`src/rtl/seq_divider_if.sv`:
```
// rtl/seq_divider_if.sv - start/busy/done handshake and operand/result bundle for seq_divider
interface seq_divider_if #(
    parameter int DIVIDEND_W = 6,
    parameter int DIVISOR_W  = 3
);
    logic                  start;
    logic [DIVIDEND_W-1:0] dividend;
    logic [DIVISOR_W-1:0]  divisor;
    logic                  busy;
    logic                  done;
    logic [DIVIDEND_W-1:0] quotient;
    logic [DIVISOR_W-1:0]  remainder;
    logic                  div_by_zero;

    modport master (
        output start,
        output dividend,
        output divisor,
        input  busy,
        input  done,
        input  quotient,
        input  remainder,
        input  div_by_zero
    );

    modport slave (
        input  start,
        input  dividend,
        input  divisor,
        output busy,
        output done,
        output quotient,
        output remainder,
        output div_by_zero
    );
endinterface

```
`src/rtl/seq_divider.sv`:
```
// rtl/seq_divider.sv - iterative restoring divider, one quotient bit per clock, MSB first
module seq_divider #(
    parameter int DIVIDEND_W = 6,
    parameter int DIVISOR_W  = 3
) (
    input  logic          clk,
    input  logic          rst,
    seq_divider_if.slave  bus
);
    localparam int CNT_W = (DIVIDEND_W > 1) ? $clog2(DIVIDEND_W) : 1;

    typedef enum logic [1:0] {
        IDLE = 2'd0,
        CALC = 2'd1,
        DONE = 2'd2
    } state_t;

    state_t                state;
    state_t                state_next;

    logic [CNT_W-1:0]      cnt;
    logic [DIVIDEND_W-1:0] dividend_q;
    logic [DIVISOR_W-1:0]  divisor_q;
    logic [DIVISOR_W:0]    part;
    logic [DIVIDEND_W-1:0] quotient_q;
    logic [DIVISOR_W-1:0]  remainder_q;
    logic                  dbz_q;

    logic                  accept;
    logic                  last_step;
    logic [DIVISOR_W:0]    shifted;
    logic [DIVISOR_W:0]    trial;
    logic                  fits;

    // One restoring step: shift in the next dividend bit, subtract if it fits.
    always_comb begin
        shifted   = {part[DIVISOR_W-1:0], dividend_q[cnt]};
        fits      = (shifted >= {1'b0, divisor_q});
        trial     = fits ? (shifted - {1'b0, divisor_q}) : shifted;
        last_step = (cnt == '0);
        accept    = (state == IDLE) && bus.start;
    end

    always_ff @(posedge clk) begin
        if (rst) begin
            state <= IDLE;
        end else begin
            state <= state_next;
        end
    end

    always_comb begin
        state_next = state;
        case (state)
            IDLE: begin
                if (bus.start) begin
                    state_next = (bus.divisor == '0) ? DONE : CALC;
                end
            end
            CALC: begin
                if (last_step) begin
                    state_next = DONE;
                end
            end
            DONE:    state_next = IDLE;
            default: state_next = IDLE;
        endcase
    end

    always_ff @(posedge clk) begin
        if (rst) begin
            cnt         <= '0;
            dividend_q  <= '0;
            divisor_q   <= '0;
            part        <= '0;
            quotient_q  <= '0;
            remainder_q <= '0;
            dbz_q       <= 1'b0;
        end else if (accept) begin
            dividend_q  <= bus.dividend;
            divisor_q   <= bus.divisor;
            part        <= '0;
            cnt         <= CNT_W'(DIVIDEND_W - 1);
            remainder_q <= '0;
            // A zero divisor skips CALC and reports the saturated quotient at once.
            if (bus.divisor == '0) begin
                quotient_q <= '1;
                dbz_q      <= 1'b1;
            end else begin
                quotient_q <= '0;
                dbz_q      <= 1'b0;
            end
        end else if (state == CALC) begin
            part            <= trial;
            quotient_q[cnt] <= fits;
            if (last_step) begin
                remainder_q <= trial[DIVISOR_W-1:0];
            end else begin
                cnt <= cnt - CNT_W'(1);
            end
        end
    end

    assign bus.busy        = (state == CALC);
    assign bus.done        = (state == DONE);
    assign bus.quotient    = quotient_q;
    assign bus.remainder   = remainder_q;
    assign bus.div_by_zero = dbz_q;
endmodule

```
`src/flat_wrapper.sv`:
```
// flat-port wrapper written by rule: the top's interface ports become plain ports
module seq_divider_flat 
#(
    parameter int DIVIDEND_W = 6,
    parameter int DIVISOR_W  = 3
)
  (clk, rst, bus_start, bus_dividend, bus_divisor, bus_busy, bus_done, bus_quotient, bus_remainder, bus_div_by_zero);
  seq_divider_if #(.DIVIDEND_W(DIVIDEND_W), .DIVISOR_W(DIVISOR_W)) bus_i ();
  input  logic clk;
  input  logic rst;
  input wire logic [$bits(bus_i.start)-1:0] bus_start;
  input wire logic [$bits(bus_i.dividend)-1:0] bus_dividend;
  input wire logic [$bits(bus_i.divisor)-1:0] bus_divisor;
  output wire logic [$bits(bus_i.busy)-1:0] bus_busy;
  output wire logic [$bits(bus_i.done)-1:0] bus_done;
  output wire logic [$bits(bus_i.quotient)-1:0] bus_quotient;
  output wire logic [$bits(bus_i.remainder)-1:0] bus_remainder;
  output wire logic [$bits(bus_i.div_by_zero)-1:0] bus_div_by_zero;
  assign bus_i.start = bus_start;
  assign bus_i.dividend = bus_dividend;
  assign bus_i.divisor = bus_divisor;
  assign bus_busy = bus_i.busy;
  assign bus_done = bus_i.done;
  assign bus_quotient = bus_i.quotient;
  assign bus_remainder = bus_i.remainder;
  assign bus_div_by_zero = bus_i.div_by_zero;
  seq_divider #(.DIVIDEND_W(DIVIDEND_W), .DIVISOR_W(DIVISOR_W)) u_core (.clk(clk), .rst(rst), .bus(bus_i));
endmodule
```
`config.mk`:
```
export PLATFORM = sky130hd
export DESIGN_NAME = seq_divider_flat
export DESIGN_NICKNAME = d
export VERILOG_FILES = /design/src/rtl/seq_divider_if.sv /design/src/rtl/seq_divider.sv /design/src/flat_wrapper.sv
export SDC_FILE = /design/constraint.sdc
export NUM_CORES = 1
export LEC_CHECK = 0
export ABC_AREA = 1
export CORE_MARGIN = 5
export CORE_UTILIZATION = 46
export DETAILED_ROUTE_END_ITERATION = 6
export PLACE_DENSITY = 0.76
export SYNTH_ARGS = -nofsm -noshare
export SYNTH_HDL_FRONTEND = slang
export SYNTH_SLANG_ARGS = --single-unit
```
`constraint.sdc`:
```
create_clock -name clk -period 2.2 [get_ports clk]
set_clock_uncertainty 0.2 [all_clocks]
set_input_delay 0.33 -clock clk [delete_from_list [all_inputs] [get_ports clk]]
set_output_delay 0.33 -clock clk [all_outputs]
set_load 0.01 [all_outputs]
```
==> flow_summary.toml <==
[floorplan]
core_sq_um = 2780
start_util_pct = 48.3
fp.dieW_microns = 64.0
die_h_microns = 64.0
rows = 19
io_pins = 24
dieArea_sq_um = 4100

[placed_design]
io_buffers = 23
place_area_sq_um = 1670
dp_cells = 247
hpwl_microns = 2380
place_ws_ps = -150
place_congestion = 0.976

[final_layout]
area_growth_pct = 42.0
seq_area_sq_um = 552
nFillCells = 224
final_area_sq_um = 1910
drive_above_1_share_pct = 26.5
multi_input_area_sq_um = 752
instances_no_fill = 261
nets = 249
layout_common_cells = "inv_1 (27), nand2_1 (27), dfxtp_1 (24)"
antennaDiodeCount = 0

[global_routing]
grt_usage_pct = 16.1
grt_max_degree = 18
overflow = 0
antenna_found_initial = 0
grt_pass1_vias = 1291
grt_pass1_wl_microns = 5450

[synthesis]
synth_compound_area_share_pct = 13.0
synth-seq-cells = 27
syn_inst = 187
synth_top_family_by_area = "simple AND/OR/NAND/NOR gates"
synth_seq_area_share_pct = 40.3
synthSimpleGateAreaFrac_pct = 28.0
syn_avg_cell_area_sq_um = 7.18
synth_area_sq_um = 1340
yosysWarnings = 0
synth_mux_area_share_pct = 0
synth-xor-area-share_pct = 0
syn-num-nets = 205
synth_area_leaders = "dfxtp_1 (40%), nand3_1 (9.7%), nand2_1 (8.9%), inv_1 (8.4%), o21ai_0 (6.7%)"
synth_top_area_share_pct = 40.3
ys_types = 26
synthAdderAreaFrac_pct = 6.15
yosysTopAreaCell = "dfxtp_1"

[clock_network]
numClockSinks = 27
clock-root-buffer = "clkbuf_4"
clk_latency_ps = 340
cts.clk_slew.worst_paths_ps = 150
cts_tree = "built"
cts_max_path_buffers = 2
cts_hold_buf = 0
cts_buffers = 3
htreeDepth = 1

[drt]
drtAntennaViolNets = 0
via_per_inst = 5.21
drcViolationCount = 0
finalWirelength_microns = 3540
drt-pass1-iter-count = 4
via_count = 1361
wire_per_inst_microns = 13.6
drtIter0Drc = 52

[power]
power_leakage_nw = 0.867
vdd_drop_max_mv = 0.459
p_per_area_nw_per_um2 = 660
finalPower_mw = 1.26

[critical_path]
worstSetupStartpointType = "flop"
critPathKind = "reg2reg"
r2r_slack_ps = -100
timing.rr.start = "u_core.cnt[1]"
r2r_end = "u_core.part[0]"
worstPathRequired_ps = 2250
crit_fanout = 7
critPathArrivalTime_ps = 2350
r2r_cells = 14
crit_path_end_kind = "flop"

[timing]
timing.final.crit_share_pct = 104
drv_slew = 0
fmax_ghz = 0.435
period_needed_ps = 2300
rsz0062_at_grt = "true"
fin_setup_tns_ps = -351
finalWorstSetupSlack_ps = -97.0
worst_pin_slew_ps = 347
setup_viol = 8
finalHoldViolCount = 0
slew_headroom_pct = 76.7

[hold_path]
holdPathStages = 2
min_from = "u_core.bus.div_by_zero"
hold_path_end = "u_core.bus.div_by_zero"
hold_path.class = "reg2reg"

[flow_run]
max-cap-violations = 0

[run_status]
status = "finished, violations left"
failed_checks = "setup timing"
==> synthesized netlist by cell type <==
cell and number:
or2_4 1, clkbuf_1 1, or2_2 1, ha_1 5, nor2_4 1, a31oi_1 1, nand3_1 26, inv_1 30
nor2_8 1, inv_2 2, buf_4 2, inv_6 1, buf_2 2, o21bai_1 1, o21ai_0 18, fa_1 1
nand4_1 1, nor2_1 18, nor3_1 1, o211ai_1 1, nand2_1 32, a21oi_1 10, o22ai_1 1, dfxtp_1 27
buf_6 1, a211oi_1 1
==> power breakdown <==
part	leakage [nW]	internal [mW]	switching, mW
Sequential	0.223	0.529	0.0300
Combinational	0.627	0.215	0.260
Clock	0.0177	0.0686	0.157
Total	0.867	0.812	0.447
==> what timing repair did <==
action / 4_1_cts / 5_1_grt
setup endpoints to repair: 13 / 13
pin swaps: 2 / 8
gates resized for setup: 17 / 28
hold endpoints to repair: 0 / 0
setup buffers: 1 / 9
==> area by class of cell <==
class                   count  area share (%)
clock buffers               3            1.18
clock inverters             1           0.262
inverters                  33            7.02
multi-input cells         121            39.4
flip-flops and latches     27            28.9
well taps                  31            2.03
repair buffers             45            21.1
==> stage by stage <==
| stage | util [%] | hold WS, ps |
|---|---|---|
| floorplan | - | 199 |
| global placement | 60.0 | 230 |
| detailed placement | 60.0 | 242 |
| CTS | 63.0 | 265 |
| global route | 68.6 | 289 |
| finish | 68.6 | 260 |
==> layer usage <==
layer	vias to the layer above	track usage (%)	routed length, microns
li1	688	-	-
met1	614	18.6	1450
met2	46	28.5	1770
met3	13	2.80	208
met4	0	7.79	109
met5	-	0	0
==> registers in the layout, indices dropped and copies added, names as in the netlist <==
signal and count:
u_core.bus.quotient 6, u_core.bus.div_by_zero 1, u_core.divisor_q 3, u_core.bus.remainder 3, u_core.state 2, u_core.cnt 3
u_core.dividend_q 6, u_core.part 3
==> worst max-delay path: stages, from the launching register on <==
cell	delay, ps
dfxtp_4	420
inv_2	60
nor2_2	150
nand3_2	100
nand2_2	90
nor2_2	40
ha_2	170
fa_2	330
inv_2	80
nand2_4	60
nand3_4	130
o21bai_4	160
nand3_2	70
nand2_1	70
inv_1	50
==> cells by family (layout without fill, tap and decap cells) <==
kind of cell	count (synthesis)	count (layout)
AO/OA/AOI/OAI	33	33
adder cells (fa/ha/maj)	6	6
buffers and inverters	39	82
flip-flops	27	27
AND/OR/NAND/NOR	82	82
==> worst max path at each step <==
stage,cells past startpoint,end,startpoint
after floorplan,14,u_core.bus.remainder[2],u_core.cnt[1]
after global placement,13,u_core.part[2],u_core.cnt[1]
after detailed placement,14,u_core.part[0],u_core.cnt[1]
after CTS,14,u_core.part[2],u_core.cnt[1]
after global routing,14,u_core.part[0],u_core.cnt[1]
final,14,u_core.part[0],u_core.cnt[1]
Power figures use the tool's default switching activity.
